**config.mk**
```make
export PLATFORM = sky130hd
export DESIGN_NAME = hack_exec_ctrl
export DESIGN_NICKNAME = d
export VERILOG_FILES = /design/src/rtl/hack_exec_ctrl.sv
export SDC_FILE = /design/constraint.sdc
export NUM_CORES = 1
export LEC_CHECK = 0
export BUFFER_PORTS_ARGS = -buffer_cell sky130_fd_sc_hd__buf_2
export CORE_MARGIN = 2
export CORE_UTILIZATION = 44
export DETAILED_ROUTE_END_ITERATION = 12
export GPL_TIMING_DRIVEN = 0
export PLACE_DENSITY = 0.86
export SETUP_SLACK_MARGIN = 0.5
export SLEW_MARGIN = 20
export SYNTH_ARGS = -nofsm -noshare
export SYNTH_HDL_FRONTEND = slang
export SYNTH_SLANG_ARGS = --single-unit
```
**constraint.sdc**
```tcl
create_clock -name clock -period 2.6 [get_ports clock]
set_clock_uncertainty 0.2 [all_clocks]
set_input_delay 0 -clock clock [delete_from_list [all_inputs] [get_ports clock]]
set_output_delay 0 -clock clock [all_outputs]
set_load 0.05 [all_outputs]
```
**src/rtl/hack_exec_ctrl.sv**
```systemverilog
// hack_exec_ctrl
//   Execute/control stage wrapped around the combinational 16-bit Hack ALU.
//   Accepts instructions over a valid/ready handshake, holds the A, D and PC
//   registers, drives the ALU operands/control, and consumes the ALU result
//   for register writeback, memory writes and jump resolution.
//
// Ports
//   clock, reset          rising-edge clock, asynchronous active-high reset
//   instr, instr_valid    instruction word and its valid strobe
//   instr_ready           high in FETCH: an instruction can be accepted
//   in_m                  memory read data at address a_reg (stable in EXEC)
//   alu_x, alu_y, alu_ctl ALU operands and {zx,nx,zy,ny,f,no}
//   alu_out, alu_zr, alu_ng  ALU result and flags
//   out_m, address_m      registered memory write data / address
//   write_m, m_ack        memory write request / acceptance
//   pc, a_reg, d_reg      architectural registers
module hack_exec_ctrl #(
    parameter int unsigned         PC_WIDTH = 15,
    parameter logic [PC_WIDTH-1:0] RESET_PC = '0
) (
    input  logic                clock,
    input  logic                reset,
    input  logic [15:0]         instr,
    input  logic                instr_valid,
    output logic                instr_ready,
    input  logic [15:0]         in_m,
    output logic [15:0]         alu_x,
    output logic [15:0]         alu_y,
    output logic [5:0]          alu_ctl,
    input  logic [15:0]         alu_out,
    input  logic                alu_zr,
    input  logic                alu_ng,
    output logic [15:0]         out_m,
    output logic [PC_WIDTH-1:0] address_m,
    output logic                write_m,
    input  logic                m_ack,
    output logic [PC_WIDTH-1:0] pc,
    output logic [15:0]         a_reg,
    output logic [15:0]         d_reg
);

    typedef enum logic [1:0] {
        FETCH = 2'd0,
        EXEC  = 2'd1,
        WMEM  = 2'd2
    } state_t;

    state_t              state_q;
    // Only the C-instruction fields that matter are held; bit 15 is implied
    // by being in EXEC and bits 14:13 carry no meaning.
    logic [12:0]         ir_q;
    logic [15:0]         a_q;
    logic [15:0]         d_q;
    logic [PC_WIDTH-1:0] pc_q;
    logic [15:0]         out_m_q;
    logic [PC_WIDTH-1:0] address_m_q;
    logic                write_m_q;
    logic                instr_ready_q;

    logic [PC_WIDTH-1:0] pc_inc_d;
    logic                jump_d;
    logic [PC_WIDTH-1:0] pc_exec_d;
    logic                unused_instr_bits;

    assign unused_instr_bits = ^instr[14:13];

    // Operands and control are driven in every state; only EXEC uses the result.
    assign alu_x   = d_q;
    assign alu_y   = ir_q[12] ? in_m : a_q;
    assign alu_ctl = ir_q[11:6];

    assign pc_inc_d  = pc_q + PC_WIDTH'(1);
    assign jump_d    = (ir_q[2] & alu_ng) | (ir_q[1] & alu_zr) |
                       (ir_q[0] & ~alu_ng & ~alu_zr);
    // Jump target is the A value from before this instruction's writeback.
    assign pc_exec_d = jump_d ? a_q[PC_WIDTH-1:0] : pc_inc_d;

    always_ff @(posedge clock or posedge reset) begin
        if (reset) begin
            state_q       <= FETCH;
            ir_q          <= '0;
            a_q           <= '0;
            d_q           <= '0;
            pc_q          <= RESET_PC;
            out_m_q       <= '0;
            address_m_q   <= '0;
            write_m_q     <= 1'b0;
            instr_ready_q <= 1'b1;
        end else begin
            unique case (state_q)
                FETCH: begin
                    if (instr_valid && instr_ready_q) begin
                        if (instr[15]) begin
                            ir_q          <= instr[12:0];
                            state_q       <= EXEC;
                            instr_ready_q <= 1'b0;
                        end else begin
                            a_q  <= instr;
                            pc_q <= pc_inc_d;
                        end
                    end
                end
                EXEC: begin
                    if (ir_q[5]) a_q <= alu_out;
                    if (ir_q[4]) d_q <= alu_out;
                    pc_q <= pc_exec_d;
                    if (ir_q[3]) begin
                        out_m_q     <= alu_out;
                        address_m_q <= a_q[PC_WIDTH-1:0];
                        write_m_q   <= 1'b1;
                        state_q     <= WMEM;
                    end else begin
                        state_q       <= FETCH;
                        instr_ready_q <= 1'b1;
                    end
                end
                WMEM: begin
                    if (m_ack) begin
                        write_m_q     <= 1'b0;
                        state_q       <= FETCH;
                        instr_ready_q <= 1'b1;
                    end
                end
                default: begin
                    write_m_q     <= 1'b0;
                    state_q       <= FETCH;
                    instr_ready_q <= 1'b1;
                end
            endcase
        end
    end

    assign instr_ready = instr_ready_q;
    assign out_m       = out_m_q;
    assign address_m   = address_m_q;
    assign write_m     = write_m_q;
    assign pc          = pc_q;
    assign a_reg       = a_q;
    assign d_reg       = d_q;

endmodule

```
==> results of run 1 <==
-- final cells by class --
| cell class | count | area share (%) |
|---|---|---|
| clock buffer | 13 | 2.74 |
| timing repair buffer | 209 | 20.3 |
| clock inverter | 3 | 0.649 |
| multi-input combinational | 221 | 29.7 |
| tap | 133 | 2.70 |
| inverter | 5 | 0.365 |
| sequential | 95 | 38.8 |
| buffer | 42 | 4.70 |
-- Yosys cell counts, types with 2 or more instances --
cell       count
a21oi_1        7
mux2_2        75
mux2_1         2
xor2_1         3
mux2i_1       20
nand4_1        6
nor4_1         4
a22oi_1        2
nand2_1       27
clkbuf_1       9
nand2b_1       2
nand4_2        2
nor2_1         4
o21ai_0       23
and2_1         2
inv_1          5
a21o_1         4
a221o_1        3
buf_4         23
buf_2          9
nand3_1        8
dfrtp_1       94
a2bb2oi_1      5
-- metal layers --
layer / vias up / wire, µm / GRT usage [%]
li1: 1727 / - / -
met1: 1921 / 5410 / 30.4
met2: 145 / 7030 / 43.2
met3: 14 / 672 / 5.36
met4: 0 / 108 / 6.10
met5: - / 0 / 0
-- tightest hold or removal path: stages --
cell,delay (ps)
buf_2,110
nand4_1,130
buf_4,160
mux2_2,150
-- timing repair --
action / in CTS / in global routing
buffers inserted: 0 / 1
gates resized for setup: 8 / 12
endpoints found under the hold margin: 159 / 0
hold buffers: 35 / 0
endpoints found under the setup margin: 29 / 49
-- cells by family (layout without fill, tap and decap cells) --
group / after synthesis / after routing
adders and majority gates: 1 / 1
and+or+nand+nor: 66 / 66
xor gates and xnor gates: 3 / 3
AOI/OAI and AO/OA: 54 / 54
DFF: 95 / 95
muxes: 97 / 97
buffers and inverters: 47 / 272
-- cells in the final DEF (no fill, tap or decap), drive strengths merged, types with 2 or more instances in the layout --
cell / n
buf: 206
dfrtp: 94
mux2: 77
dlygate4sd3: 35
nand2: 28
o21ai: 24
clkbuf: 23
mux2i: 20
nand3: 8
nand4: 8
a21oi: 7
a2bb2oi: 5
inv: 4
a21o: 4
nor4: 4
nor2: 4
xor2: 3
a221o: 3
nand2b: 2
a22oi: 2
and2: 2
clkinv: 2
and4: 2
or4: 2
-- metrics by stage --
step                std cells  util [%]
floorplan                 363         -
global placement          667      56.3
detailed placement        669      56.7
CTS                       720      62.6
global route              721      62.8
finish                    721      62.8
-- path summary, 6_finish.rpt --
check / cells past startpoint / slack (ps) / from / to
hold reg to reg: 1 / 300 / out_m[11]$_DFFE_PP0N_ / out_m[11]$_DFFE_PP0N_
setup reg to reg: 6 / 570 / pc[0]$_DFFE_PP0P_ / pc[14]$_DFFE_PP0P_
setup / recovery: 6 / 570 / pc[0]$_DFFE_PP0P_ / pc[14]$_DFFE_PP0P_
hold / removal: 4 / 40 / instr[15] / ir_q[9]$_DFFE_PP0P_
max in group asynchronous: 4 / 1530 / reset / pc[2]$_DFFE_PP0P_
min in group asynchronous: 3 / 80 / reset / address_m[4]$_DFFE_PP0N_
==> results.json, run 1 <==
{
  "gp_congestion": 0.850,
  "drive_gt1_share_pct": 55.8,
  "critPathSlowestCell": "dfrtp_2",
  "stdcell_area_um2": 6170,
  "num-nets-final": 638,
  "drt_iter0_drc": 150,
  "core_um2": 9820,
  "rsz0062_at_grt": "false",
  "nFillCells": 784,
  "synth.avg_cell_area_um2": 12.3,
  "synth_top_cell_area_share_pct": 52.6,
  "start_util_pct": 45.5,
  "routed_via_density": 5.28,
  "grt_pass1_vias": 3943,
  "yosys.area.top_type": "dfrtp_1",
  "numPortBuffers": 171,
  "die_h_um": 105,
  "grt_usage_pct": 24.5,
  "drcViolationCount": 0,
  "syn-cell-area_um2": 4470,
  "clkTransAtPathRegs_ps": 90,
  "register_area_um2": 2390,
  "dieArea_um2": 11000,
  "synth_edf_count": 0,
  "post_drt_wl_per_cell_um": 18.3,
  "dp_slack_ps": 324,
  "worst_setup_path_end_kind": "flop",
  "dpl.hpwl_mm": 9.25,
  "clock-sinks": 95,
  "yosysWarningCount": 0,
  "fmax_mhz": 492,
  "hold_class": "input pin to flop",
  "synth_mux_area_share_pct": 23.9,
  "setup_viol": 0,
  "yosys.cell_types.count": 47,
  "placed_area_um2": 5570,
  "yosys-top-cells-area": "dfrtp_1 (53%), mux2_2 (19%), mux2i_1 (4.5%)",
  "holdWs_ps": 36.4,
  "slew-limit-headroom_pct": 56.8,
  "numCtsBuffers": 9,
  "fin_crit_sh_pct": 78.1,
  "synthXorXnorAreaFrac_pct": 0.588,
  "ys_seq_area_share_pct": 53.2,
  "synth_nets": 418,
  "max_slew.worst_pin.slew_ps": 647,
  "grt_max_degree": 36,
  "antenna_found_initial": 0,
  "ys.flop_type": "dfrtp_1",
  "cts_root_buffer": "clkbuf_8",
  "drt_first_pass_iters": 4,
  "die_w_um": 105,
  "cp_cell_sequence": "ha_4 > buf_6 > nand3_1 > or4_4 > a21o_1 > a211o_1",
  "synth_simple_gate_area_share_pct": 8.12,
  "start_kind": "flop",
  "num_rows": 36,
  "max_stage_delay_ps": 440,
  "setup_slack_ps": 569,
  "setup_tns_ps": 0,
  "cp.required_ps": 2640,
  "cts_tree": "done",
  "worstPathArrival_ps": 2070,
  "synth_compound_area_share_pct": 7.78,
  "syn_inst": 363,
  "async_reset_ff_share_pct": 100,
  "min_period_ps": 2030,
  "htreeDepth": 3,
  "ioPinCount": 172,
  "drv_cap": 0,
  "synth_top_family_by_area": "multiplexers",
  "critPathBufInv": 1,
  "setup.worst_path.class": "flop to flop",
  "wl_mm": 13.2,
  "clkLatencyLatePin_ps": 350,
  "crit_fanout": 10,
  "drv_slew": 0,
  "syn2layout_area_growth_pct": 38.1,
  "grt_pass1_wl_mm": 20.9,
  "finalHoldViolations": 0,
  "postRouteAntennaNets": 0,
  "synth_seq_cells": 95,
  "n_antenna_cell": 0,
  "clockBufferDepth": 2,
  "grt_overflow_total": 0,
  "outcome": "completed",
  "dr_total_vias": 3807,
  "synthAdderAreaFrac_pct": 0.280,
  "critical-path-top-delay-family": "simple AND/OR/NAND/NOR gates",
  "multi_input_comb_area_um2": 1840
}
Power of run 1 is left out: the tool's default activity adds up to more than one toggle a clock period on the data nets, which glitch-free logic cannot reach.
==> inputs of run 2 (changes only) <==
==> constraint.sdc (replaced) <==
create_clock -name clock -period 1.8 [get_ports clock]
set_clock_uncertainty 0.2 [all_clocks]
set_input_delay 0 -clock clock [delete_from_list [all_inputs] [get_ports clock]]
set_output_delay 0 -clock clock [all_outputs]
set_load 0.05 [all_outputs]
==> run 2 against run 1 <==
The flow now finishes with violations (negative setup slack). Non-clock buffer count increased by 81. Maximum frequency increased by 1.6%. First-iteration DRC count increased by 40%. Sequential cell count unchanged. Die area unchanged. Global-route usage increased by 5.4 points. Final cell count increased by 11%. Hold slack improved by 44 ps. Register-to-register slack got worse by 770 ps. Count of clock-buffer cells in the layout decreased by 1. Cell area increased by 35%. Largest cell class is now non-clock buffers.
==> results.json, run 2 (synthesis results as in run 1) <==
{
  "final_util_pct": 85.1,
  "setup_slack_ps": -199,
  "min_period_ps": 2000,
  "worstPathArrival_ps": 2040,
  "cp_cell_sequence": "nand2_1 > or4_4 > a21o_1 > a221o_1",
  "p_leak_nw": 4.16,
  "drv_slew": 0,
  "drt_first_pass_iters": 4,
  "grt_usage_pct": 29.9,
  "post_drt_wl_per_cell_um": 23.5,
  "drive_gt1_share_pct": 73.2,
  "failed_checks": "negative setup slack",
  "fmax_mhz": 500,
  "num-nets-final": 719,
  "cp.required_ps": 1840,
  "postRouteAntennaNets": 0,
  "routed_via_density": 5.69,
  "r2r_cells": 4,
  "ioPinCount": 172,
  "cts_root_buffer": "clkbuf_8",
  "wl_mm": 18.9,
  "crit_fanout": 5,
  "nFillCells": 458,
  "final_cell_mix": "buf_2 (107), buf_4 (68), dfrtp_1 (68), mux2_4 (58), buf_6 (54)",
  "p_per_area_nw_per_um2": 2170,
  "final_common_cell": "buf_2",
  "crit_end": "pc[12]$_DFFE_PP0P_",
  "critPathBufInv": 0,
  "critPathSlowestCell": "or4_4",
  "dp.cells": 669,
  "outcome": "finished with violations",
  "worstSetupPathDepth": 4,
  "numCtsBuffers": 9,
  "drt_iter0_drc": 210,
  "register_area_um2": 2410,
  "htreeDepth": 3,
  "start_util_pct": 45.5,
  "grt_pass1_wl_mm": 25.8,
  "r2r_slack_ps": -200,
  "setup_viol": 68,
  "drv_cap": 0,
  "finalHoldViolations": 0,
  "setup.worst_path.class": "flop to flop",
  "die_h_um": 105,
  "dieArea_um2": 11000,
  "dr_total_vias": 4566,
  "slew-limit-headroom_pct": 55.6,
  "dpl.hpwl_mm": 9.03,
  "syn2layout_area_growth_pct": 86.9,
  "dp_slack_ps": -172,
  "clockBufferDepth": 2,
  "gp_congestion": 0.800,
  "numPortBuffers": 171,
  "rsz0062_at_grt": "true",
  "multi_input_comb_area_um2": 2430,
  "rr_startpoint": "pc[10]$_DFFE_PP0P_",
  "critical-path-top-delay-family": "simple AND/OR/NAND/NOR gates",
  "power_mw": 18.2,
  "drcViolationCount": 0,
  "grt_overflow_total": 0,
  "core_um2": 9820,
  "start_kind": "flop",
  "peakVddDrop_v": 0.00131,
  "cts_tree": "done",
  "num_rows": 36,
  "clkTransAtPathRegs_ps": 100,
  "die_w_um": 105,
  "layoutNonFillerInstCount": 802,
  "worst_setup_path_end_kind": "flop",
  "rr_endpoint": "pc[12]$_DFFE_PP0P_",
  "grt_max_degree": 36,
  "clock-sinks": 95,
  "antenna_found_initial": 0,
  "clkLatencyLatePin_ps": 360,
  "n_antenna_cell": 0,
  "setup.worst_path.start": "pc[10]$_DFFE_PP0P_",
  "max_stage_delay_ps": 560,
  "hold_class": "input pin to asynchronous set/reset pin",
  "grt_pass1_vias": 4672,
  "max_slew.worst_pin.slew_ps": 665,
  "fin_crit_sh_pct": 111
}
## run 2: power breakdown
group | internal [mW] | switching, mW
logic | 5.12 | 7.38
clock network | 0.537 | 0.790
registers | 3.21 | 1.13
## run 2: final cells by class
class / instances / area share (%)
buffer: 42 / 5.87
clock buffer: 12 / 1.74
clock inverter: 4 / 0.270
inverter: 5 / 0.300
multi-input combinational: 221 / 29.1
sequential: 95 / 28.9
tap: 133 / 1.99
timing repair buffer: 290 / 31.9
## run 2: worst register-to-register path, stage by stage, from the launching register on
cell     delay, ps
dfrtp_2        450
nand2_1        140
or4_4          560
a21o_1         200
a221o_1        320
## run 2: worst min path at each step
stage / endpoint / slack [ps] / cells after the start
2_1_floorplan: a_reg[15]$_DFFE_PP0P_ / -70 / 2
3_3_place_gp: ir_q[5]$_DFFE_PP0P_ / 50 / 2
3_5_place_dp: alu_x[0]$_DFFE_PP0P_ / -80 / 2
4_1_cts: state_q[0]$_DFFE_PP0P_ / 60 / 5
5_1_grt: ir_q[8]$_DFFE_PP0P_ / 70 / 4
6_report: alu_x[2]$_DFFE_PP0P_ / 80 / 3
## run 2: per-stage QoR
stage / hold WS [ps] / instance area [µm²] / setup TNS [ps]
after floorplan: -72.7 / 4840 / -750
after global placement: 49.4 / 5860 / -13990
after detailed placement: -76.5 / 5900 / -1340
after CTS: 56.9 / 7730 / -194
after global routing: 74.4 / 8350 / -5660
final: 80.4 / 8350 / -3000
## run 2: layer usage
metal | track usage, % | wire length (µm)
met1 | 34.7 | 6680
met2 | 53.8 | 10100
met3 | 6.30 | 1230
met4 | 11.4 | 885
met5 | 0 | 0
## run 2: what timing repair did
item / 4_1_cts / 5_1_grt
pin swaps: 21 / 22
resized for setup: 200 / 148
hold buffers: 35 / 0
buffers inserted: 46 / 24
hold endpoints to repair: 158 / 0
gates cloned: 12 / 0
endpoints found under the setup margin: 128 / 152
(Power assumes the default switching activity.)
==> inputs of run 3 (changes only) <==
--- a/config.mk
+++ b/config.mk
@@ -7,10 +7,9 @@
 export LEC_CHECK = 0
 export BUFFER_PORTS_ARGS = -buffer_cell sky130_fd_sc_hd__buf_2
 export CORE_MARGIN = 2
-export CORE_UTILIZATION = 44
+export CORE_UTILIZATION = 49
 export DETAILED_ROUTE_END_ITERATION = 12
-export GPL_TIMING_DRIVEN = 0
-export PLACE_DENSITY = 0.86
+export PLACE_DENSITY = 0.9
 export SETUP_SLACK_MARGIN = 0.5
 export SLEW_MARGIN = 20
 export SYNTH_ARGS = -nofsm -noshare
==> constraint.sdc (replaced) <==
create_clock -name clock -period 1.9 [get_ports clock]
set_clock_uncertainty 0.2 [all_clocks]
set_input_delay 0 -clock clock [delete_from_list [all_inputs] [get_ports clock]]
set_output_delay 0 -clock clock [all_outputs]
set_load 0.05 [all_outputs]
==> run 3 against run 2 <==
The run still ends with negative setup slack left. Sequential cell count stayed put. Core utilization is 2.1 points lower. Die area decreased by 9.8%. Global-route usage grew 1.4 points. Setup slack improved by 140 ps. Critical path depth is the same. Routed wire length is 11% lower. Register-to-register slack improved by 140 ps. Hold slack got worse by 41 ps. Final cell count is 11% lower. Via count fell by 7.6%. Cell area decreased by 13%. Critical endpoint is now pc[13]$_DFFE_PP0P_.
==> results.json, run 3 (synthesis results as in run 1) <==
{
  "routed_via_density": 5.91,
  "start_kind": "flop",
  "htreeDepth": 3,
  "nFillCells": 439,
  "max_stage_delay_ps": 610,
  "met2_usage_pct": 50.6,
  "cp_cell_sequence": "nand4_4 > nor4_1 > o21ai_1 > a221o_1",
  "syn2layout_area_growth_pct": 62.6,
  "grt_max_degree": 37,
  "final_util_pct": 82.9,
  "multi_input_comb_area_um2": 2510,
  "critPathBufInv": 0,
  "die_w_um": 99.5,
  "ioPinCount": 172,
  "grt_overflow_total": 0,
  "clkTransAtPathRegs_ps": 110,
  "drt_first_pass_iters": 5,
  "grt_usage_pct": 31.4,
  "clock-sinks": 95,
  "antenna_found_initial": 0,
  "dp_slack_ps": 37.7,
  "gp_congestion": 0.938,
  "worstPathArrival_ps": 2020,
  "drv_cap": 0,
  "grt_use_met1_pct": 41.0,
  "setup.worst_path.class": "flop to flop",
  "numCtsBuffers": 9,
  "wl_mm": 16.7,
  "setup_viol": 1,
  "clockBufferDepth": 2,
  "setup_slack_ps": -60.9,
  "dr_total_vias": 4219,
  "core_um2": 8760,
  "grt_use_met3_pct": 7.66,
  "start_util_pct": 51.0,
  "fin_crit_sh_pct": 103,
  "cts_tree": "done",
  "drv_slew": 0,
  "finalHoldViolations": 0,
  "drive_gt1_share_pct": 69.8,
  "num_rows": 34,
  "max_slew.worst_pin.slew_ps": 642,
  "fmax_mhz": 510,
  "holdWs_ps": 39.9,
  "dieArea_um2": 9900,
  "die_h_um": 99.5,
  "numPortBuffers": 171,
  "drcViolationCount": 0,
  "rr_startpoint": "pc[4]$_DFFE_PP0P_",
  "cts_root_buffer": "clkbuf_8",
  "final_cell_mix": "buf_2 (143), dfrtp_1 (74), mux2_4 (39), mux2_2 (38), dlygate4sd3_1 (35)",
  "setup.worst_path.start": "pc[4]$_DFFE_PP0P_",
  "critical-path-top-delay-family": "simple AND/OR/NAND/NOR gates",
  "critPathSlowestCell": "nor4_1",
  "slew-limit-headroom_pct": 56.8,
  "outcome": "finished with violations",
  "register_area_um2": 2400,
  "grt_pass1_vias": 4248,
  "drt_iter0_drc": 237,
  "cp.required_ps": 1960,
  "setup_tns_ps": -60.9,
  "grt_pass1_wl_mm": 23.5,
  "n_antenna_cell": 0,
  "rsz0062_at_grt": "true",
  "final_common_cell": "buf_2",
  "postRouteAntennaNets": 0,
  "hold_class": "input pin to asynchronous set/reset pin",
  "worst_setup_path_end_kind": "flop",
  "min_period_ps": 1960,
  "failed_checks": "negative setup slack",
  "dpl.hpwl_mm": 8.55,
  "num-nets-final": 656,
  "post_drt_wl_per_cell_um": 23.4,
  "top_usage_layer": "met2",
  "crit_fanout": 3,
  "clkLatencyLatePin_ps": 370
}
run 3: cell count changes in the layout (fill, tap and decap cells not counted), sizes merged:
cell / previous run / this run
nand2: 28 / 32
o22ai: 1 / 2
inv: 4 / 5
buf: 287 / 217
clkinvlp: 2 / 1
o21a: 1 / 2
clkbuf: 22 / 20
nor2: 4 / 5
clkinv: 3 / 5
run 3: path summary, 6_finish.rpt:
check                                                 to  cells past startpoint  slack, ps
min in group clock                     pc[4]$_DFFE_PP0P_                      4         80
max in group asynchronous        instr_ready$_DFFE_PP1P_                      4        800
worst max register to register        pc[13]$_DFFE_PP0P_                      4        -60
worst min register to register       ir_q[7]$_DFFE_PP0P_                      1        310
worst min-delay path            address_m[1]$_DFFE_PP0N_                      3         40
worst max-delay path                  pc[13]$_DFFE_PP0P_                      4        -60
run 3: metrics by stage:
stage,cell area [µm²],instances
final,7270,714
after global routing,7270,714
after CTS,6890,709
after detailed placement,5650,627
after global placement,5650,627
after floorplan,4790,363
run 3: layout make-up:
class	count	share of cell area [%]
Sequential cell	95	33.1
Multi-Input combinational cell	228	34.5
Clock buffer	10	1.89
Inverter	5	0.310
Timing Repair Buffer	262	27.7
Clock inverter	6	0.620
Tap cell	108	1.86
run 3: what timing repair did:
action / 4_1_cts / 5_1_grt
cloned: 9 / 2
hold endpoints to repair: 159 / 0
setup buffers: 22 / 3
resized for setup: 116 / 84
hold buffers: 35 / 0
setup endpoints to repair: 110 / 122
pin swaps: 20 / 15
run 3: tightest hold or removal path, cell delays in order:
cell	delay, ps
dlygate4sd3_1	530
buf_2	130
clkinvlp_4	410
run 3: per-layer routing:
layer | vias up | part of all wire [%]
li1 | 1788 | -
met1 | 2114 | 40
met2 | 254 | 48
met3 | 63 | 7.8
met4 | 0 | 4.0
met5 | - | 0
Power of run 3 is left out for the same reason.
